==> src/rtl/mouse_cmd_arbiter.sv <==
// mouse_cmd_arbiter: shares one PS/2 mouse transmitter/receiver pair between
// two command requesters.
//   Port 0: the mouse init/stream state machine.
//   Port 1: the processor bus config path.
//
// Each transaction sends a command byte and waits for its ACK. It then
// optionally sends one argument byte and waits for that ACK too.
// A resend, a receiver error or a timeout retries only the current byte, up to
// MAX_RETRIES times. The owner then receives DONE, or DONE together with ERR.
//
// Optional feature, macro MOUSE_ARB_ROUND_ROBIN_EN:
//   Defined:   round-robin arbitration using a last-grant flag.
//   Undefined: fixed priority, and port 0 wins ties.
module mouse_cmd_arbiter #(
  parameter int unsigned TIMEOUT_CYCLES = 2000000,
  parameter int unsigned MAX_RETRIES    = 3,
  parameter logic [7:0]  ACK_BYTE       = 8'hFA,
  parameter logic [7:0]  RESEND_BYTE    = 8'hFE
) (
  input  logic       CLK,
  input  logic       RESET,
  input  logic       REQ0,
  input  logic       REQ1,
  input  logic [7:0] CMD0,
  input  logic [7:0] CMD1,
  input  logic [7:0] ARG0,
  input  logic [7:0] ARG1,
  input  logic       HAS_ARG0,
  input  logic       HAS_ARG1,
  output logic       GNT0,
  output logic       GNT1,
  output logic       DONE0,
  output logic       DONE1,
  output logic       ERR0,
  output logic       ERR1,
  output logic       SEND_BYTE,
  output logic [7:0] BYTE_TO_SEND,
  input  logic       BYTE_SENT,
  output logic       READ_ENABLE,
  input  logic       BYTE_READY,
  input  logic [7:0] BYTE_READ,
  input  logic [1:0] BYTE_ERROR_CODE,
  output logic       BUSY,
  output logic [7:0] LAST_RESP
);

  localparam int TW = $clog2(TIMEOUT_CYCLES + 1);
  localparam int RW = (MAX_RETRIES > 0) ? $clog2(MAX_RETRIES + 1) : 1;

  typedef enum logic [3:0] {
    S_IDLE,
    S_SEND_CMD,
    S_WAIT_CMD_SENT,
    S_WAIT_CMD_ACK,
    S_SEND_ARG,
    S_WAIT_ARG_SENT,
    S_WAIT_ARG_ACK,
    S_DONE,
    S_FAIL
  } state_e;

  state_e          state_q, state_d;
  logic            owner_q, owner_d;      // 0: port 0 owns the grant, 1: port 1
  logic [7:0]      cmd_q, cmd_d;
  logic [7:0]      arg_q, arg_d;
  logic            has_arg_q, has_arg_d;
  logic [TW-1:0]   timer_q, timer_d;
  logic [RW-1:0]   retry_q, retry_d;
  logic            send_byte_q, send_byte_d;
  logic [7:0]      byte_to_send_q, byte_to_send_d;
  logic [7:0]      last_resp_q, last_resp_d;
`ifdef MOUSE_ARB_ROUND_ROBIN_EN
  logic            last_gnt_q, last_gnt_d;
`endif

  logic            pick;
  logic            take_retry;
  state_e          retry_state;
  logic            timed_out;
  logic            resp_retry;

  // Flag the last allowed cycle of any wait state.
  assign timed_out = (timer_q == TW'(TIMEOUT_CYCLES - 1));

  // An explicit resend, any unexpected byte, or a receiver error all retry
  // the current byte.
  assign resp_retry = (BYTE_READ == RESEND_BYTE) || (BYTE_READ != ACK_BYTE) ||
                      (BYTE_ERROR_CODE != 2'b00);

  // Next-state logic: arbitration, byte sequencing, retries and timeouts.
  always_comb begin
    // NOTE: every variable gets a default before the case so that no path
    // leaves one unassigned, which would infer a latch.
    state_d        = state_q;
    owner_d        = owner_q;
    cmd_d          = cmd_q;
    arg_d          = arg_q;
    has_arg_d      = has_arg_q;
    timer_d        = timer_q;
    retry_d        = retry_q;
    send_byte_d    = 1'b0;
    byte_to_send_d = byte_to_send_q;
    last_resp_d    = last_resp_q;
    pick           = 1'b0;
    take_retry     = 1'b0;
    retry_state    = S_SEND_CMD;
`ifdef MOUSE_ARB_ROUND_ROBIN_EN
    last_gnt_d     = last_gnt_q;
`endif

    case (state_q)
      S_IDLE: begin
        if (REQ0 || REQ1) begin
`ifdef MOUSE_ARB_ROUND_ROBIN_EN
          pick       = (REQ0 && REQ1) ? ~last_gnt_q : REQ1;
          last_gnt_d = pick;
`else
          pick       = ~REQ0;
`endif
          owner_d   = pick;
          cmd_d     = pick ? CMD1 : CMD0;
          arg_d     = pick ? ARG1 : ARG0;
          has_arg_d = pick ? HAS_ARG1 : HAS_ARG0;
          retry_d   = '0;
          state_d   = S_SEND_CMD;
        end
      end

      S_SEND_CMD: begin
        send_byte_d    = 1'b1;
        byte_to_send_d = cmd_q;
        timer_d        = '0;
        state_d        = S_WAIT_CMD_SENT;
      end

      S_WAIT_CMD_SENT: begin
        if (BYTE_SENT) begin
          timer_d = '0;
          state_d = S_WAIT_CMD_ACK;
        end else if (timed_out) begin
          take_retry  = 1'b1;
          retry_state = S_SEND_CMD;
        end else begin
          timer_d = timer_q + TW'(1);
        end
      end

      S_WAIT_CMD_ACK: begin
        if (BYTE_READY) begin
          last_resp_d = BYTE_READ;
          if (!resp_retry) begin
            retry_d = '0;
            state_d = has_arg_q ? S_SEND_ARG : S_DONE;
          end else begin
            take_retry  = 1'b1;
            retry_state = S_SEND_CMD;
          end
        end else if (timed_out) begin
          take_retry  = 1'b1;
          retry_state = S_SEND_CMD;
        end else begin
          timer_d = timer_q + TW'(1);
        end
      end

      S_SEND_ARG: begin
        send_byte_d    = 1'b1;
        byte_to_send_d = arg_q;
        timer_d        = '0;
        state_d        = S_WAIT_ARG_SENT;
      end

      S_WAIT_ARG_SENT: begin
        if (BYTE_SENT) begin
          timer_d = '0;
          state_d = S_WAIT_ARG_ACK;
        end else if (timed_out) begin
          take_retry  = 1'b1;
          retry_state = S_SEND_ARG;
        end else begin
          timer_d = timer_q + TW'(1);
        end
      end

      S_WAIT_ARG_ACK: begin
        if (BYTE_READY) begin
          last_resp_d = BYTE_READ;
          if (!resp_retry) begin
            retry_d = '0;
            state_d = S_DONE;
          end else begin
            take_retry  = 1'b1;
            retry_state = S_SEND_ARG;
          end
        end else if (timed_out) begin
          take_retry  = 1'b1;
          retry_state = S_SEND_ARG;
        end else begin
          timer_d = timer_q + TW'(1);
        end
      end

      S_DONE:  state_d = S_IDLE;
      S_FAIL:  state_d = S_IDLE;
      default: state_d = S_IDLE;
    endcase

    // A retry re-sends only the byte that failed; the budget is per byte.
    if (take_retry) begin
      if (retry_q < RW'(MAX_RETRIES)) begin
        retry_d = retry_q + RW'(1);
        state_d = retry_state;
      end else begin
        state_d = S_FAIL;
      end
    end
  end

  // State and datapath registers with asynchronous reset.
  always_ff @(posedge CLK or posedge RESET) begin
    if (RESET) begin
      // NOTE: the latched command registers are reset with the rest. They are
      // few, and resetting them keeps every output at a defined 0.
      state_q        <= S_IDLE;
      owner_q        <= 1'b0;
      cmd_q          <= '0;
      arg_q          <= '0;
      has_arg_q      <= 1'b0;
      timer_q        <= '0;
      retry_q        <= '0;
      send_byte_q    <= 1'b0;
      byte_to_send_q <= '0;
      last_resp_q    <= '0;
`ifdef MOUSE_ARB_ROUND_ROBIN_EN
      last_gnt_q     <= 1'b1;
`endif
    end else begin
      // NOTE: non-blocking assignments make all flops update together from
      // the values they held before this clock edge.
      state_q        <= state_d;
      owner_q        <= owner_d;
      cmd_q          <= cmd_d;
      arg_q          <= arg_d;
      has_arg_q      <= has_arg_d;
      timer_q        <= timer_d;
      retry_q        <= retry_d;
      send_byte_q    <= send_byte_d;
      byte_to_send_q <= byte_to_send_d;
      last_resp_q    <= last_resp_d;
`ifdef MOUSE_ARB_ROUND_ROBIN_EN
      last_gnt_q     <= last_gnt_d;
`endif
    end
  end

  assign BUSY         = (state_q != S_IDLE);
  assign GNT0         = BUSY & ~owner_q;
  assign GNT1         = BUSY &  owner_q;
  assign DONE0        = ((state_q == S_DONE) || (state_q == S_FAIL)) & ~owner_q;
  assign DONE1        = ((state_q == S_DONE) || (state_q == S_FAIL)) &  owner_q;
  assign ERR0         = (state_q == S_FAIL) & ~owner_q;
  assign ERR1         = (state_q == S_FAIL) &  owner_q;
  assign READ_ENABLE  = (state_q == S_WAIT_CMD_ACK) || (state_q == S_WAIT_ARG_ACK);
  assign SEND_BYTE    = send_byte_q;
  assign BYTE_TO_SEND = byte_to_send_q;
  assign LAST_RESP    = last_resp_q;

endmodule

==> config.mk <==
export PLATFORM = sky130hd
export DESIGN_NAME = mouse_cmd_arbiter
export DESIGN_NICKNAME = d
export VERILOG_FILES = /design/src/rtl/mouse_cmd_arbiter.sv
export SDC_FILE = /design/constraint.sdc
export NUM_CORES = 1
export LEC_CHECK = 0
export BUFFER_PORTS_ARGS = -buffer_cell sky130_fd_sc_hd__buf_2
export CAP_MARGIN = 20
export CORE_MARGIN = 2
export CORE_UTILIZATION = 49
export DETAILED_ROUTE_END_ITERATION = 7
export GPL_TIMING_DRIVEN = 1
export PLACE_DENSITY = 0.86
export SLEW_MARGIN = 20
export SYNTH_ARGS = -nofsm -noshare
export SYNTH_HDL_FRONTEND = slang
export SYNTH_SLANG_ARGS = --single-unit
==> constraint.sdc <==
create_clock -name CLK -period 1.8 [get_ports CLK]
set_clock_uncertainty 0.05 [all_clocks]
set_input_delay 0.36 -clock CLK [delete_from_list [all_inputs] [get_ports CLK]]
set_output_delay 0.36 -clock CLK [all_outputs]
set_load 0.005 [all_outputs]
Word level (Yosys, flattened, before mapping)
Cells that the tools add are included.

Output and inout bits: 25. Word-level logic and storage cells: 93. Bits in registers: 62. Input bits: 50.

Equal/unequal tests: 19. $add $sub $neg: 2. $lt $le $gt $ge: 1. Bitwise gates (word level): 8. Reductions and logical operators: 17. Multiplexer cells: 36.

Operators with widths (count): $mux 21 (3); $pmux 21 s3 (1); $mux 4 (10); $pmux 4 s7 (1); $add 21x1->21 const B (1); $eq 21x21->1 const B (1); $ne 3x3->1 const B (7); $eq 4x3->1 const B (4); $mux 8 (2); $pmux 8 s2 (1); $mux 2 (6); $mux 3 (3); $eq 4x2->1 const B (2); $eq 8x8->1 const B (1); $ne 8x8->1 const B (1); $pmux 4 s2 (1); $reduce_and 7->1 (1); $and 1x1->1 (6); $mux 1 (6); $reduce_and 2->1 (3); $reduce_or 2->1 (3); $logic_or 1x1->1 (5); $eq 4x1->1 const B (1); $eq 4x4->1 const B (1); 10 further kinds (12).

Depth between registers and ports, before layout
Gate-level depths: netlist (run 1).

Depth after elaboration: 8. Gate-level depth with buffers: 7. Mapped depth without buffers: 6.

Worst setup path before layout (run 1)
Ideal clock, no wire load.

Path kind: register to register. Start point: register state_q[0]. End point: register timer_q[7]. Required time: 1672 ps. Setup slack: -206 ps. Arrival: 1878 ps. Library setup time: 78 ps. Period minus slack after synthesis: 2006 ps. Buffers on the path: 1. Stages on the path, launching flop included: 7. Cells stage by stage: dfrtp_1 maj3_2 a211oi_4 o211ai_2 buf_6 or4_1 a21oi_1.

Longest elaborated chain between the ends: 4. Elaborated cells on any way between the ends: 13. Those cells by class: 7 x eq/ne; 1 x mux; 5 x reduce/logical.

RTL lines: start: declaration (line 62) `state_e state_q, state_d;`; start signal: assignment (line 240) `state_q <= state_d;`; $eq 4x2->1 (tied with other cells) (line 111) `case (state_q)`; $reduce_or 2->1 (no source line); $ne 2x2->1 (no source line) or $reduce_bool 3->1 (tied branches); $reduce_and 2->1 (no source line); end signal: assignment (line 245) `timer_q <= timer_d;`; end: declaration (line 67) `logic [TW-1:0] timer_q, timer_d;`.

Parallel ways exist; a longest one is shown, timed or not. A chain may end at the register's enable or synchronous reset.

Worst setup path after layout (run 1)
Ends and elaborated chain as after synthesis.

==> results of run 1 <==
-- area by class of cell --
| type | count | area, um2 |
|---|---|---|
| multi-input cells | 248 | 2064 |
| flip-flops and latches | 62 | 1556 |
| fillers | 293 | 1255 |
| repair buffers | 162 | 1252 |
| clock buffers | 14 | 162.7 |
| well taps | 77 | 96.34 |
| inverters | 7 | 30.03 |
| clock inverters | 1 | 5.005 |
-- worst min path at each step --
stage | startpoint | end
finish | RESET | LAST_RESP[0]$_DFFE_PP0P_
CTS | RESET | cmd_q[5]$_DFFE_PP0P_
global route | RESET | LAST_RESP[0]$_DFFE_PP0P_
detailed placement | RESET | cmd_q[5]$_DFFE_PP0P_
global placement | BYTE_TO_SEND[4]$_DFFE_PP0P_ | BYTE_TO_SEND[4]$_DFFE_PP0P_
floorplan | retry_q[0]$_DFF_PP0_ | retry_q[0]$_DFF_PP0_
-- power groups by stage --
stage | Clock (mW) | Sequential [mW] | Combinational (mW)
final | 1.20 | 2.38 | 4.80
after global routing | 1.23 | 2.40 | 4.94
after CTS | 1.09 | 2.22 | 3.42
after detailed placement | 0 | 2.22 | 2.71
after global placement | 0 | 2.19 | 2.60
after floorplan | 0 | 2.18 | 1.69
-- synthesized netlist by cell type (all sizes together), types with 2 or more instances --
master,number,area share [%]
a211oi,6,1.9
nor2,34,3.9
clkbuf,8,0.91
mux2i,31,9.4
nand4,7,1.3
mux2,9,3.1
or4,9,2.0
nand2,22,2.5
o211ai,2,0.61
or3b,2,0.53
o21a,3,0.68
and4,5,1.3
nor3b,2,0.61
or3,6,1.1
nand3,7,1.1
ha,2,0.76
nor4,4,0.76
a21oi,37,5.6
inv,7,0.79
and3,2,0.38
nand2b,3,0.57
nor3,5,1.1
o31ai,8,1.8
dfrtp,62,47
o21ai,15,2.3
xnor2,7,1.9
and2,3,0.57
buf,8,1.3
-- per-layer routing --
layer,GRT usage (%),routed length [um],up-vias
met3,8.662,1823,120
met2,53.49,7026,410
met4,13.13,1146,0
li1,-,-,1536
met5,0,0,-
met1,38.12,5156,1865
-- flip-flops by register name, indices dropped and copies added, names as in the netlist --
signal	cells
SEND_BYTE	1
has_arg_q	1
owner_q	1
LAST_RESP	8
state_q	4
cmd_q	8
BYTE_TO_SEND	8
arg_q	8
retry_q	2
timer_q	21
-- kinds of logic (layout without fill, tap and decap cells) --
logic type | after synthesis | count (layout) | share of synthesized area (%)
buffers and inverters | 23 | 184 | 3.028
AND/OR/NAND/NOR | 117 | 117 | 19.34
multiplexers | 40 | 40 | 12.45
AO/OA/AOI/OAI | 79 | 80 | 15.03
adder cells (fa/ha/maj) | 3 | 3 | 1.098
flip-flops | 62 | 62 | 46.93
XOR/XNOR | 8 | 8 | 2.120
-- through the flow --
stage | hold WS, ns | instances
4_1_cts | 0.06658 | 556
3_3_place_gp | 0.4086 | 525
2_1_floorplan | 0.4050 | 332
6_report | 0.01863 | 571
5_1_grt | 0.06260 | 571
3_5_place_dp | 0.4245 | 525
-- cell usage in the layout (no fill, tap or decap), types with 4 or more instances in the layout --
master,n
nand3_1,6
nand4_1,7
inv_1,5
a211oi_4,4
nor2_2,4
clkbuf_8,11
dfrtp_1,58
buf_6,21
a21oi_1,14
mux2_2,9
buf_2,71
dfrtp_2,4
buf_4,61
nor2_1,27
nand2_1,20
or3_1,5
or4_1,6
xnor2_1,6
buf_12,5
o31ai_1,6
a21oi_2,22
o21ai_0,12
mux2i_1,30
-- what timing repair did --
action | 4_1_cts | 5_1_grt
buffers inserted | 14 | 12
pin swaps | 17 | 12
cloned | 2 | 3
setup endpoints to repair | 58 | 66
resized for setup | 43 | 66
-- worst register-to-register path: cells and delay by family (launching register included) --
family	cells	cell delay (ns)
AOI/OAI and AO/OA	3	0.65
DFF	1	0.49
and+or+nand+nor	1	0.48
adders and majority gates	1	0.38
buffers and inverters	1	0.17
==> flow_summary.yaml, run 1 <==
synth:
  yosysWarnings: 0
  synth-edff-count: 0
  syn-num-nets: 384
  synth_seq_area_share_pct: 46.93
  syn_area_um2: 3306
  synth.avg_cell_area_um2: 9.957
  synthArstFlopShare_pct: 100.0
  synth_ff_type: "dfrtp_1"
  netlist_instances: 332
  ys_seq_elements: 62
  synth_cell_types: 51
setup_path:
  cp_data_arrival_time_ns: 2.54
  startpoint: "state_q[0]$_DFFE_PP0P_"
  rr_worst_depth: 6
  path_max_fanout: 7
  path_buf_inv: 1
  slowest_stage: "dfrtp_2"
  crit_family: "compound AO/OA/AOI/OAI gates"
  path_depth: 6
  crit_type: "flip-flop to flip-flop"
  regToRegSetupSlack_ns: -0.53
  cp-start-kind: "flip-flop"
  r2r_start: "state_q[0]$_DFFE_PP0P_"
  critPathRequiredTime_ns: 2.01
  cp-end-kind: "flip-flop"
  max_stage_delay_ns: 0.49
  cp_cell_sequence: "maj3_2, a211oi_4, buf_6, o211ai_4, or4_1, a21oi_1"
  crit_end: "timer_q[7]$_DFFE_PP0P_"
  r2r-end: "timer_q[7]$_DFFE_PP0P_"
routing:
  vias_per_cell: 6.884
  wl_um: 15150
  antenna_left: 0
  drc: 0
  avgRoutedWirePerCell_um: 26.54
  vias: 3931
  drt_iter0_markers: 628
  firstDrtPassIters: 7
clocking:
  clkSlewWorstSetupHoldPaths_ns: 0.09
  cts_made_buffers: 9
  h-tree-depth: 3
  cts_sinks: 62
  worstSkewPairLatency_ns: 0.37
  cts_tree: "yes"
  clockBufferDepth: 2
  cts_hold_buffers: 0
  clockRootBuffer: "clkbuf_8"
place:
  preCtsSetupSlack_ns: -0.3168
  hpwl_um: 5788
  io_buffers: 74
  placed_area_um2: 4204
  gp_congestion: 0.9117
timing:
  drv_slew: 0
  layout_worst_path_cycle_share_pct: 129.7
  setup_tns_ns: -15.72
  slew_headroom_pct: 69.30
  period_minus_slack_ns: 2.334
  finalHoldViolations: 0
  fmax_mhz: 428.4
  worst_slew_pin_slew_ns: 0.4591
  setup_viol: 65
  rsz0062_at_grt: "true"
  finalWorstSetupSlack_ns: -0.5340
pwr:
  power_mw: 8.377
  switching_share_pct: 43.45
  p_int_mw: 4.737
  ir_worst_vdd_uv: 1118
  pwr-share-comb_pct: 57.3
  power_switching_mw: 3.640
  leakagePower_nw: 2.288
  power_density_nw_per_um2: 1621
  power.share.clock_pct: 14.4
  pwr-share-seq_pct: 28.4
outcome:
  status: "finished, violations left"
  violations: "setup timing"
floorplanning:
  initial_core_util_pct: 51.47
  ios: 75
  core_um2: 6422
  die_height_um: 86.14
  die_area_um2: 7419
  num_rows: 29
  die_w_um: 86.14
final_layout:
  layout-drive-gt1-share_pct: 52.43
  area.growth.synth_to_final_pct: 56.32
  final_cell_area_um2: 5167
  finalNetCount: 542
  final_util_pct: 80.46
  diodes: 0
global_routing:
  grt_pass1_vias: 3527
  gr-usage-all-layers_pct: 31.65
  overflow: 0
  grt_max_degree: 63
  antenna_found_initial: 0
  grt_pass1_wl_um: 17980
worst_hold_path:
  holdCritPathClass: "input port to async pin"
flow_run:
  drv_cap: 0
Power figures use the tool's default switching activity.
==> run 2: changes to the inputs <==
- CORE_UTILIZATION: 49 -> 58
- PLACE_DENSITY: 0.86 -> 0.95
- clock period: 1.8 -> 2.72 ns (I/O delays scaled with it)
==> flow_summary.yaml, run 2 (same netlist as run 1, synthesis figures left out) <==
outcome:
  status: "finished, final reports clean"
timing:
  fmax_mhz: 401.2
  layout_worst_path_cycle_share_pct: 91.63
  period_minus_slack_ns: 2.492
  whs_ns: 0.2060
  slew_headroom_pct: 60.04
  setup_tns_ns: 0
  setup_viol: 0
  worst_slew_pin_slew_ns: 0.5976
  finalHoldViolations: 0
  finalWorstSetupSlack_ns: 0.2277
  rsz0062_at_grt: "false"
  drv_slew: 0
floorplanning:
  ios: 75
  die_area_um2: 6319
  core_um2: 5507
  die_w_um: 79.50
  num_rows: 27
  initial_core_util_pct: 60.03
  die_height_um: 79.50
global_routing:
  gr-usage-all-layers_pct: 27.19
  antenna_found_initial: 0
  grt_pass1_vias: 2892
  overflow: 0
  grt_pass1_wl_um: 13410
  grt_max_degree: 38
routing:
  vias: 2992
  vias_per_cell: 6.169
  firstDrtPassIters: 5
  drc: 0
  avgRoutedWirePerCell_um: 16.70
  antenna_left: 0
  wl_um: 8101
  drt_iter0_markers: 294
pwr:
  power_switching_mw: 1.479
  power_mw: 3.878
  power.share.clock_pct: 21.1
  p_int_mw: 2.399
  leakagePower_nw: 1.773
  switching_share_pct: 38.13
  power_density_nw_per_um2: 978.0
  ir_worst_vdd_uv: 658.5
  pwr-share-seq_pct: 39.7
  pwr-share-comb_pct: 39.1
place:
  gp_congestion: 0.8179
  hpwl_um: 5607
  preCtsSetupSlack_ns: 0.2796
  io_buffers: 74
  placed_cells: 469
clocking:
  clockRootBuffer: "clkbuf_8"
  clockBufferDepth: 2
  cts_tree: "yes"
  cts_made_buffers: 9
  clkSlewWorstSetupHoldPaths_ns: 0.07
  worstSkewPairLatency_ns: 0.34
  cts_setup_buffers: 0
  cts_hold_buffers: 0
  cts_resized: 0
  h-tree-depth: 3
  cts_sinks: 62
final_layout:
  layout_commonest_cell: "buf_2"
  diodes: 0
  layout-drive-gt1-share_pct: 28.33
  n_fill_cell: 369
  instances_no_fill: 485
  largest_register_ffs: 21
  regArea_um2: 1551
  area.growth.synth_to_final_pct: 19.95
  multi_input_comb_area_um2: 1662
  finalNetCount: 460
  regMostFlops: "timer_q"
  final_cell_mix: "74 x buf_2, 62 x dfrtp_1, 37 x a21oi_1, 33 x nor2_1, 31 x mux2i_1"
setup_path:
  cp-start-kind: "flip-flop"
  critPathRequiredTime_ns: 2.13
  cp_data_arrival_time_ns: 1.90
  cp-end-kind: "primary output"
  regToRegSetupSlack_ns: 0.31
  path_max_fanout: 14
  crit_type: "flip-flop to primary output"
flow_run:
  drv_cap: 0
worst_hold_path:
  holdCritPathClass: "input port to async pin"
[run 2: changes by cell type in the layout (fill, tap and decap cells not counted), moves of 6 or more]
cell     change
buf_4       -55
nor2_1       +6
buf_6       -21
a21oi_2     -22
a21oi_1     +23
[run 2: area by class of cell]
| type | count | share of cell area [%] |
|---|---|---|
| flip-flops and latches | 62 | 39.13 |
| clock inverters | 4 | 1.136 |
| clock buffers | 12 | 3.913 |
| inverters | 7 | 0.6627 |
| multi-input cells | 247 | 41.91 |
| well taps | 72 | 2.272 |
| repair buffers | 81 | 10.98 |
[run 2: power groups by stage]
stage               sequential (mW)  clock [mW]  combinational, mW
floorplan                      1.44           0               1.10
global placement               1.51           0               1.40
detailed placement             1.54           0               1.49
CTS                            1.53       0.828               1.51
global route                   1.58       0.862               1.71
finish                         1.54       0.820               1.52
[run 2: worst max-delay path, cell delays in order, from the launching register on]
cell and delay (ns):
dfrtp_1 0.64, xnor2_1 0.17, nor3b_2 0.53, buf_2 0.22
[run 2: worst paths after layout]
path                                             startpoint                     endpoint  cells after the start
worst max register to register       state_q[0]$_DFFE_PP0P_       timer_q[7]$_DFFE_PP0P_                      5
worst min register to register  BYTE_TO_SEND[4]$_DFFE_PP0P_  BYTE_TO_SEND[4]$_DFFE_PP0P_                      2
min in group CLK                               BYTE_READ[1]     LAST_RESP[1]$_DFFE_PP0P_                      2
worst max-delay path                 state_q[0]$_DFFE_PP0P_                  READ_ENABLE                      3
max in group asynchronous                             RESET       state_q[1]$_DFFE_PP0P_                      3
worst min-delay path                                  RESET         cmd_q[1]$_DFFE_PP0P_                      2
[run 2: metal layers]
layer	vias to the layer above	global-route usage (%)	wire length (um)
li1	1381	-	-
met1	1445	34.28	3203
met2	124	44.54	4169
met3	42	5.882	437
met4	0	12.93	292
met5	-	0	0
[run 2: per-stage QoR]
stage	util, %	cell area, um2
after floorplan	-	3306
after global placement	68.28	3760
after detailed placement	68.28	3760
after CTS	71.92	3960
after global routing	72.01	3965
final	72.01	3965
==> run 3: changes to the inputs <==
- CORE_UTILIZATION: 58 -> 55
- MAX_ROUTING_LAYER: not set -> met4
- PLACE_DENSITY: 0.95 -> 0.91
==> flow_summary.yaml, run 3 (same netlist as run 1, synthesis figures left out) <==
place:
  placed_cells: 474
  hpwl_um: 5481
  gp_congestion: 0.8669
  io_buffers: 74
  placed_area_um2: 3779
timing:
  slew_headroom_pct: 54.70
  rsz0062_at_grt: "false"
  fmax_mhz: 401.5
  finalHoldViolations: 0
  drv_slew: 0
  worst_slew_pin_slew_ns: 0.6786
  setup_viol: 0
  whs_ns: 0.2501
  layout_worst_path_cycle_share_pct: 91.56
  period_minus_slack_ns: 2.490
  setup_tns_ns: 0
clocking:
  cts_sinks: 62
  clockBufferDepth: 2
  cts_setup_buffers: 0
  cts_made_buffers: 9
  cts_tree: "yes"
  clockRootBuffer: "clkbuf_8"
  h-tree-depth: 3
  worstSkewPairLatency_ns: 0.35
  clkSlewWorstSetupHoldPaths_ns: 0.07
routing:
  antenna_left: 0
  wl_um: 7519
  drc: 0
  avgRoutedWirePerCell_um: 15.34
  vias: 2851
  vias_per_cell: 5.818
  drt_iter0_markers: 148
  firstDrtPassIters: 4
floorplanning:
  die_w_um: 81.53
  die_height_um: 81.53
  core_um2: 5851
  die_area_um2: 6646
  initial_core_util_pct: 56.50
  num_rows: 28
  ios: 75
pwr:
  p_int_mw: 2.289
  power_switching_mw: 1.422
  ir_worst_vdd_uv: 559.4
  leakagePower_nw: 1.763
  pwr-share-seq_pct: 40.7
  power_density_nw_per_um2: 939.2
  switching_share_pct: 38.32
  pwr-share-comb_pct: 40.4
  power.share.clock_pct: 18.9
global_routing:
  met2_usage_pct: 40.33
  grt_util_met1_pct: 29.64
  gr-usage-all-layers_pct: 24.88
  use_met3_pct: 7.692
  grt_pass1_vias: 2664
  overflow: 0
  grt_pass1_wl_um: 12210
  busiest_layer: "met2"
  grt_max_degree: 35
  antenna_found_initial: 0
final_layout:
  final_cell_mix: "74 x buf_2, 62 x dfrtp_1, 37 x a21oi_1, 33 x nor2_1, 31 x mux2i_1"
  layout_commonest_cell: "buf_2"
  largest_register_ffs: 21
  diodes: 0
  area.growth.synth_to_final_pct: 19.53
  final_cell_area_um2: 3951
  regMostFlops: "timer_q"
  finalNetCount: 462
  layout-drive-gt1-share_pct: 28.43
  instances_no_fill: 490
setup_path:
  path_buf_inv: 1
  cp-start-kind: "flip-flop"
  startpoint: "state_q[0]$_DFFE_PP0P_"
  cp_data_arrival_time_ns: 1.90
  crit_family: "simple AND/OR/NAND/NOR gates"
  cp_cell_sequence: "nor3_2, nand2_1, o21a_1, nor2b_1, buf_2"
  critPathRequiredTime_ns: 2.13
  slowest_stage: "dfrtp_1"
  path_max_fanout: 14
  r2r_start: "state_q[0]$_DFFE_PP0P_"
  crit_type: "flip-flop to primary output"
  cp-end-kind: "primary output"
  max_stage_delay_ns: 0.56
  regToRegSetupSlack_ns: 0.30
flow_run:
  drv_cap: 0
worst_hold_path:
  holdCritPathClass: "input port to async pin"
outcome:
  status: "finished, final reports clean"
run 3: cell types whose count changed in the layout (fill, tap and decap cells not counted), sizes merged:
| cell | before | now |
|---|---|---|
| buf | 81 | 83 |
| bufinv | 1 | 0 |
| clkinvlp | 0 | 1 |
run 3: metrics by stage:
step / setup slack, ns / util (%) / power [mW]
floorplan: 0.5715 / - / 2.537
global placement: 0.3676 / 64.59 / 2.920
detailed placement: 0.2619 / 64.59 / 3.021
CTS: 0.02912 / 67.45 / 3.723
global route: 0.09335 / 67.54 / 3.993
finish: 0.2296 / 67.54 / 3.711
run 3: per-layer routing:
metal	routed length [um]	part of all wire, %
met3	358	4.8
met1	3109	41
met2	3970	53
met4	81	1.1
met5	0	0
run 3: worst register-to-register path, stage by stage, from the launching register on:
cell      delay [ns]
dfrtp_1         0.56
maj3_2          0.42
a211oi_4        0.33
o211ai_2        0.33
or4_1           0.49
a21oi_1         0.17
run 3: cell type report:
cell class                      instances  area, um2
Clock buffer                           12      145.1
Clock inverter                          4      22.52
Fill cell                             449       1899
Inverter                                7      26.28
Multi-Input combinational cell        247       1662
Sequential cell                        62       1551
Tap cell                               75      93.84
Timing Repair Buffer                   83      450.4
run 3: final timing paths:
kind / endpoint / cells after the start
worst max-delay path: DONE1 / 5
worst min-delay path: SEND_BYTE$_DFF_PP0_ / 2
worst max register to register: timer_q[13]$_DFFE_PP0P_ / 5
worst min register to register: BYTE_TO_SEND[6]$_DFFE_PP0P_ / 2
max in group asynchronous: cmd_q[2]$_DFFE_PP0P_ / 3
min in group CLK: owner_q$_DFFE_PP0P_ / 2
run 3: repair_timing:
item | 4_1_cts | 5_1_grt
setup endpoints to repair | 0 | 2
hold buffers | 0 | 0
resized for setup | 0 | 1
run 3: power groups by stage:
stage / Sequential [mW] / Combinational (mW) / Clock (mW)
floorplan: 1.44 / 1.10 / 0
global placement: 1.49 / 1.43 / 0
detailed placement: 1.52 / 1.51 / 0
CTS: 1.50 / 1.51 / 0.706
global route: 1.55 / 1.69 / 0.750
finish: 1.51 / 1.50 / 0.700
